$ cat config.mk
export PLATFORM = sky130hd
export DESIGN_NAME = ap_cam_array
export DESIGN_NICKNAME = d
export VERILOG_FILES = /design/src/rtl/ap_pkg.sv /design/src/rtl/ap_match_reduce.sv /design/src/rtl/ap_cam_array.sv
export SDC_FILE = /design/constraint.sdc
export NUM_CORES = 1
export LEC_CHECK = 0
export CORE_MARGIN = 8
export CORE_UTILIZATION = 50
export CTS_BUF_LIST = sky130_fd_sc_hd__clkbuf_8
export CTS_CLUSTER_DIAMETER = 40
export DETAILED_ROUTE_END_ITERATION = 16
export GPL_TIMING_DRIVEN = 0
export PLACE_DENSITY = 0.79
export SYNTH_ARGS = -nofsm -noshare
export SYNTH_HDL_FRONTEND = slang
export SYNTH_SLANG_ARGS = --single-unit
$ cat constraint.sdc
create_clock -name clk -period 9.9 [get_ports clk]
set_input_delay 1.485 -clock clk [delete_from_list [all_inputs] [get_ports clk]]
set_output_delay 1.485 -clock clk [all_outputs]
set_load 0.01 [all_outputs]
$ cat src/rtl/ap_pkg.sv
// Shared constants for the associative-processor CAM array: opcodes,
// tag-accumulation modes and command FSM state encodings.
package ap_pkg;

   // Command opcodes (3-bit, fully decoded)
   localparam logic [2:0] OP_NOP       = 3'd0;
   localparam logic [2:0] OP_WR_ROW    = 3'd1;
   localparam logic [2:0] OP_WR_COL    = 3'd2;
   localparam logic [2:0] OP_RD_ROW    = 3'd3;
   localparam logic [2:0] OP_RD_COL    = 3'd4;
   localparam logic [2:0] OP_COMPARE   = 3'd5;
   localparam logic [2:0] OP_WR_TAGGED = 3'd6;
   localparam logic [2:0] OP_TAG_ALL   = 3'd7;

   // COMPARE tag accumulation modes; code 3 is reserved and behaves as SET
   localparam logic [1:0] TAG_SET = 2'd0;
   localparam logic [1:0] TAG_AND = 2'd1;
   localparam logic [1:0] TAG_OR  = 2'd2;

   // Command FSM: one command in flight, IDLE -> EXEC -> RESP -> IDLE
   localparam logic [1:0] S_IDLE = 2'd0;
   localparam logic [1:0] S_EXEC = 2'd1;
   localparam logic [1:0] S_RESP = 2'd2;

endpackage

$ cat src/rtl/ap_match_reduce.sv
// Tag vector reduction: any-match flag, lowest matching row index
// (priority encoder, 0 when nothing matches) and number of matching rows.
module ap_match_reduce #(
   parameter int DATA_DEPTH = 16,
   parameter int ADDR_WIDTH = 8
) (
   input  logic [DATA_DEPTH-1:0] tag_i,
   output logic                  match_any_o,
   output logic [ADDR_WIDTH-1:0] match_first_o,
   output logic [ADDR_WIDTH-1:0] match_count_o
);

   // Single pass over the tag: first set bit wins the encoder, every set bit counts
   always_comb begin
      logic found;
      found         = 1'b0;
      match_first_o = '0;
      match_count_o = '0;
      for (int r = 0; r < DATA_DEPTH; r++) begin
         if (tag_i[r]) begin
            match_count_o = match_count_o + ADDR_WIDTH'(1);
            if (!found) begin
               match_first_o = ADDR_WIDTH'(r);
               found         = 1'b1;
            end
         end
      end
      match_any_o = found;
   end

endmodule

$ cat src/rtl/ap_cam_array.sv
// CAM storage array for the associative processor. Executes one command at a
// time: row/column write and read, masked compare with tag accumulation and
// tag-driven masked parallel write.
//
// Handshake: a command is accepted on a rising clk edge where op_valid and
// op_ready are both 1; op_ready is 1 only in IDLE, and all op_* inputs are
// captured at that edge only. Each accepted command yields exactly one
// rsp_valid pulse two edges later; rsp_row/rsp_col/rsp_err are 0 outside it.
module ap_cam_array
   import ap_pkg::*;
#(
   parameter int DATA_WIDTH = 8,
   parameter int DATA_DEPTH = 16,
   parameter int ADDR_WIDTH = 8
) (
   input  logic                  clk,
   input  logic                  rstIn,
   input  logic                  op_valid,
   output logic                  op_ready,
   input  logic [2:0]            op_code,
   input  logic [ADDR_WIDTH-1:0] op_addr,
   input  logic [DATA_WIDTH-1:0] op_data,
   input  logic [DATA_DEPTH-1:0] op_col_data,
   input  logic [DATA_WIDTH-1:0] op_mask,
   input  logic [1:0]            op_tag_mode,
   output logic                  rsp_valid,
   output logic [DATA_WIDTH-1:0] rsp_row,
   output logic [DATA_DEPTH-1:0] rsp_col,
   output logic                  rsp_err,
   output logic [DATA_DEPTH-1:0] tag_row,
   output logic                  match_any,
   output logic [ADDR_WIDTH-1:0] match_first,
   output logic [ADDR_WIDTH-1:0] match_count,
   output logic [1:0]            dbg_state_o
);

   localparam int ARRAY_BITS = DATA_WIDTH * DATA_DEPTH;

   // FSM and latched command
   logic [1:0]            state_q, state_d;
   logic [2:0]            op_q;
   logic [ADDR_WIDTH-1:0] addr_q;
   logic [DATA_WIDTH-1:0] data_q;
   logic [DATA_DEPTH-1:0] col_q;
   logic [DATA_WIDTH-1:0] mask_q;
   logic [1:0]            mode_q;

   // Storage, tag and registered response
   logic [ARRAY_BITS-1:0] array_q, array_d;
   logic [DATA_DEPTH-1:0] tag_q, tag_d;
   logic [DATA_WIDTH-1:0] rsp_row_q, rsp_row_d;
   logic [DATA_DEPTH-1:0] rsp_col_q, rsp_col_d;
   logic                  rsp_err_q, rsp_err_d;

   logic [DATA_DEPTH-1:0] match_vec;
   logic                  row_ok, col_ok, accept;

   assign accept = (state_q == S_IDLE) && op_valid;
   assign row_ok = (32'(addr_q) < 32'(DATA_DEPTH));
   assign col_ok = (32'(addr_q) < 32'(DATA_WIDTH));

   // Per-row masked compare of the latched key against current contents
   always_comb begin
      for (int r = 0; r < DATA_DEPTH; r++)
         match_vec[r] = &(~(array_q[r*DATA_WIDTH +: DATA_WIDTH] ^ data_q) | ~mask_q);
   end

   // Next-state, array/tag update and response data; work happens only in EXEC
   always_comb begin
      state_d   = state_q;
      array_d   = array_q;
      tag_d     = tag_q;
      rsp_row_d = '0;
      rsp_col_d = '0;
      rsp_err_d = 1'b0;
      case (state_q)
         S_IDLE: if (op_valid) state_d = S_EXEC;
         S_EXEC: begin
            state_d = S_RESP;
            case (op_q)
               OP_WR_ROW: begin
                  if (!row_ok) rsp_err_d = 1'b1;
                  for (int r = 0; r < DATA_DEPTH; r++)
                     if (row_ok && addr_q == ADDR_WIDTH'(r))
                        array_d[r*DATA_WIDTH +: DATA_WIDTH] = data_q;
               end
               OP_WR_COL: begin
                  if (!col_ok) rsp_err_d = 1'b1;
                  for (int r = 0; r < DATA_DEPTH; r++)
                     for (int c = 0; c < DATA_WIDTH; c++)
                        if (col_ok && addr_q == ADDR_WIDTH'(c))
                           array_d[r*DATA_WIDTH + c] = col_q[r];
               end
               OP_RD_ROW: begin
                  if (!row_ok) rsp_err_d = 1'b1;
                  for (int r = 0; r < DATA_DEPTH; r++)
                     if (row_ok && addr_q == ADDR_WIDTH'(r))
                        rsp_row_d = array_q[r*DATA_WIDTH +: DATA_WIDTH];
               end
               OP_RD_COL: begin
                  if (!col_ok) rsp_err_d = 1'b1;
                  for (int r = 0; r < DATA_DEPTH; r++)
                     for (int c = 0; c < DATA_WIDTH; c++)
                        if (col_ok && addr_q == ADDR_WIDTH'(c))
                           rsp_col_d[r] = array_q[r*DATA_WIDTH + c];
               end
               OP_COMPARE: begin
                  case (mode_q)
                     TAG_AND: tag_d = tag_q & match_vec;
                     TAG_OR:  tag_d = tag_q | match_vec;
                     TAG_SET: tag_d = match_vec;
                     default: tag_d = match_vec;
                  endcase
               end
               OP_WR_TAGGED: begin
                  for (int r = 0; r < DATA_DEPTH; r++)
                     if (tag_q[r])
                        array_d[r*DATA_WIDTH +: DATA_WIDTH] =
                           (array_q[r*DATA_WIDTH +: DATA_WIDTH] & ~mask_q) | (data_q & mask_q);
               end
               OP_TAG_ALL: tag_d = '1;
               OP_NOP:     ;
               default:    ;
            endcase
         end
         S_RESP:  state_d = S_IDLE;
         default: state_d = S_IDLE;
      endcase
   end

   // State registers; command fields captured only at the accept edge
   always_ff @(posedge clk or negedge rstIn) begin
      if (!rstIn) begin
         state_q   <= S_IDLE;
         op_q      <= OP_NOP;
         addr_q    <= '0;
         data_q    <= '0;
         col_q     <= '0;
         mask_q    <= '0;
         mode_q    <= TAG_SET;
         array_q   <= '0;
         tag_q     <= '0;
         rsp_row_q <= '0;
         rsp_col_q <= '0;
         rsp_err_q <= 1'b0;
      end else begin
         state_q   <= state_d;
         array_q   <= array_d;
         tag_q     <= tag_d;
         rsp_row_q <= rsp_row_d;
         rsp_col_q <= rsp_col_d;
         rsp_err_q <= rsp_err_d;
         if (accept) begin
            op_q   <= op_code;
            addr_q <= op_addr;
            data_q <= op_data;
            col_q  <= op_col_data;
            mask_q <= op_mask;
            mode_q <= op_tag_mode;
         end
      end
   end

   assign op_ready    = (state_q == S_IDLE);
   assign rsp_valid   = (state_q == S_RESP);
   assign rsp_row     = rsp_row_q;
   assign rsp_col     = rsp_col_q;
   assign rsp_err     = rsp_err_q;
   assign tag_row     = tag_q;
   assign dbg_state_o = state_q;

   ap_match_reduce #(
      .DATA_DEPTH (DATA_DEPTH),
      .ADDR_WIDTH (ADDR_WIDTH)
   ) u_match_reduce (
      .tag_i         (tag_q),
      .match_any_o   (match_any),
      .match_first_o (match_first),
      .match_count_o (match_count)
   );

endmodule

==> results of run 1 <==
==> logic make-up after synthesis <==
kind of cell | after synthesis
AO/OA/AOI/OAI | 802
AND/OR/NAND/NOR | 309
buffers and inverters | 160
XOR/XNOR | 183
other | 1
adder cells (fa/ha/maj) | 20
flip-flops | 216
multiplexers | 61
==> sequential cells by signal (all words and copies together) (netlist names) <==
name         count
addr_q           8
array_q        128
col_q           16
data_q           8
dbg_state_o      2
mask_q           8
mode_q           2
op_q             3
rsp_col         16
rsp_err          1
rsp_row          8
tag_row         16
==> through the flow <==
| stage | hold slack (ns) | setup slack (ns) |
|---|---|---|
| finish | 0.506 | 0.110 |
| global route | 0.523 | -0.127 |
| CTS | 0.510 | 0.00474 |
| detailed placement | 0.496 | -0.997 |
| global placement | 0.491 | -1.63 |
| floorplan | 0.481 | 0.622 |
==> layout make-up <==
type                       instances  area (µm²)
antenna                            1        2.50
buffer                           138         551
clock buffer                      46         633
clock inverter                    23         176
fill                            2552       11900
inverter                          21        81.3
multi-input combinational       1380        9360
sequential                       216        5410
tap                              390         488
timing repair buffer             124        1210
==> cell usage after synthesis, types with 14 or more instances <==
| library cell | number | area (µm²) |
|---|---|---|
| a21oi_1 | 329 | 1650 |
| a221oi_1 | 26 | 228 |
| a222oi_1 | 17 | 170 |
| a22o_1 | 22 | 193 |
| a22oi_1 | 82 | 616 |
| a31oi_1 | 30 | 188 |
| a41oi_1 | 14 | 123 |
| clkbuf_1 | 122 | 458 |
| dfrtp_1 | 216 | 5410 |
| ha_1 | 20 | 250 |
| inv_1 | 18 | 67.6 |
| mux2_2 | 47 | 529 |
| nand2_1 | 89 | 334 |
| nand3_1 | 30 | 150 |
| nor2_1 | 101 | 379 |
| nor3_1 | 19 | 95.1 |
| o21ai_0 | 64 | 320 |
| o22a_1 | 16 | 140 |
| o22ai_1 | 134 | 838 |
| xnor2_1 | 28 | 245 |
| xor2_1 | 144 | 1260 |
==> how the worst min path moves through the flow <==
stage                     depth (start not counted)  slack, ns       from         to
after floorplan                                   1       0.48  col_q[15]  col_q[15]
after global placement                            1       0.49   col_q[7]   col_q[7]
after detailed placement                          1       0.50  col_q[10]  col_q[10]
after CTS                                         1       0.51   col_q[1]   col_q[1]
after global routing                              1       0.52  col_q[10]  col_q[10]
final                                             1       0.51   col_q[9]   col_q[9]
==> timing repair <==
action / 4_1_cts / 5_1_grt
gates cloned: 0 / 0
setup buffers: 11 / 5
pin swaps: 5 / 14
resized for setup: 28 / 22
endpoints found under the setup margin: 6 / 6
==> metal layers <==
metal	global-route usage, %	vias up
li1	-	7008
met1	51.8	8439
met5	1.23	-
met3	20.2	444
met4	26.6	6
met2	61.6	1717
==> metrics.md, run 1 <==
| Metric | Value |
|---|---|
| Status | `complete, but fails checks` |
| Failing checks | `max-capacitance violations, max-slew violations` |
| Post-route cell area | `17900 µm²` |
| Max Used Layer | `met5` |
| Fraction of the yosys area taken by sequential cells | `35.6%` |
| Max incr delay on CP | `0.42 ns` |
| Fin Setup TNS | `0 ns` |
| DP Cell Count | `2254` |
| Crit-path max FO | `7` |
| Final cell utilization of the core | `about 60%` |
| FMAX | `102 MHz` |
| Clock buffer count from CTS | `41` |
| CTS Root Cell | `clkbuf_8` |
| Yosys warns | `0` |
| Gp weighted congestion | `1.09` |
| CP startpoint | `tag_row[0]` |
| Via Count | `between 15000 and 20000` |
| Worst-path clk slew | `0.06 ns` |
| Final setup vio count | `0` |
| Routed length on met2 | `33300 µm` |
| Initial antenna violation count | `2` |
| Post-Syn Instances | `about 1800` |
| Slew margin rel. | `-6.28%` |
| Post-route non-filler standard cell count | `about 2300` |
| Most frequent cells in the layout | `325 x a21oi_1, 214 x dfrtp_1, 144 x xor2_1` |
| H-tree levels | `2` |
| Layout cells sized above 1 | `10.1%` |
| CTS max path bufs | `3` |
| Die Wd | `190 µm` |
| Buf/Inv on CP | `4` |
| Critical Path End | `match_count[4]` |
| First-pass GRT wire length | `114000 µm` |
| Number of global-route vias before repair | `about 17000` |
| Fin. Hold Viols | `0` |
| Yosys cell types | `76` |
| Starting density of the core | `50.9%` |
| Area Growth Syn to Fin | `18.0%` |
| CP startpoint kind | `flip-flop` |
| Synthesized area per cell | `8.66 µm²` |
| Final Critical Period | `9.79 ns` |
| Post-synthesis compound-gate area fraction | `about 33%` |
| Total grt overflow | `0` |
| Met1 wire length | `a little under 30000 µm` |
| Largest net degree at the start of global routing | `117` |
| Die area | `~36000 µm²` |
| Hold Crit Class | `reg2reg` |
| DRC | `0` |
| TritonCTS clock tree | `done` |
| Total GRT Usage | `around 43%` |
| Final Skew | `around 0.035 ns` |
| Post-Synth XOR/XNOR Area | `11.4%` |
| CORE AREA | `29800 µm²` |
| Max_cap viols | `2` |
| Via density | `around 7.5` |
| CP Depth | `39` |
| Critical path endpoint category | `output port` |
| Skew-Pair Late Insertion Delay | `0.58 ns` |
| Post-route ant nets | `0` |
| Post-synthesis simple-gate area fraction | `a little under a tenth` |
| Arrival @ worst endpoint | `a little over 8 ns` |
| Num rows | `63` |
| Worst R2R Start | `addr_q[4]` |
| Wire per inst | `around 35 µm` |
| CP max stage cell | `dfrtp_2` |
| Final wirelength | `81600 µm` |
| Max-slew violations | `12` |
| Crit-path leading delay family | `adder cells` |
| Least-Margin Pin Slew | `1.58 ns` |
| Clock sink total | `~220` |
| Most Frequent Cell on Critical Path | `ha_1` |
| Yosys reg bits | `216` |
| Layout net count | `1990` |
| Number of synthesized flops with an enable pin | `0` |
| Die height | `around 190 µm` |
| IO buf count | `104` |
| Dpl cell area | `16800 µm²` |
| Reg2Reg Setup Slack | `4.05 ns` |
| Most common cell after layout, fill and taps aside | `a21oi_1` |
| Reg-to-Reg End | `array_q[119]` |
| Initial DRC Count | `3038` |
| Synthesized area | `around 15000 µm²` |
| DR WL met3 | `13000 µm` |
| Boundary Pins | `110` |
| Reg2Reg Depth | `9` |
| DP HPWL | `~57000 µm` |
| Largest family of logic cells by synthesized area | `compound AO/OA/AOI/OAI gates` |
| Final Cycle Share | `approximately 99%` |
| Asr flop ratio synth | `100%` |
| Main flop type after synthesis | `dfrtp_1` |
| Crit Path Class | `reg2out` |
| Hold-fix buffers, CTS | `0` |
| Post-Synth Adder-Cell Area | `around 1.6%` |
| First drt pass iteration count | `6` |
| Post-synthesis mux area share | `4.44%` |
| Required @ worst endpoint | `8.42 ns` |
Power of run 1 is not shown: default switching activity piles up to over one toggle a cycle in this logic, so the estimate is an artifact.
==> inputs of run 2 (changes only) <==
TNS_END_PERCENT = 50   (was default)
==> results of run 2 <==
The final DEF is identical to that of run 1; final timing and power are the same.
Power of run 2 is left out for the same reason.
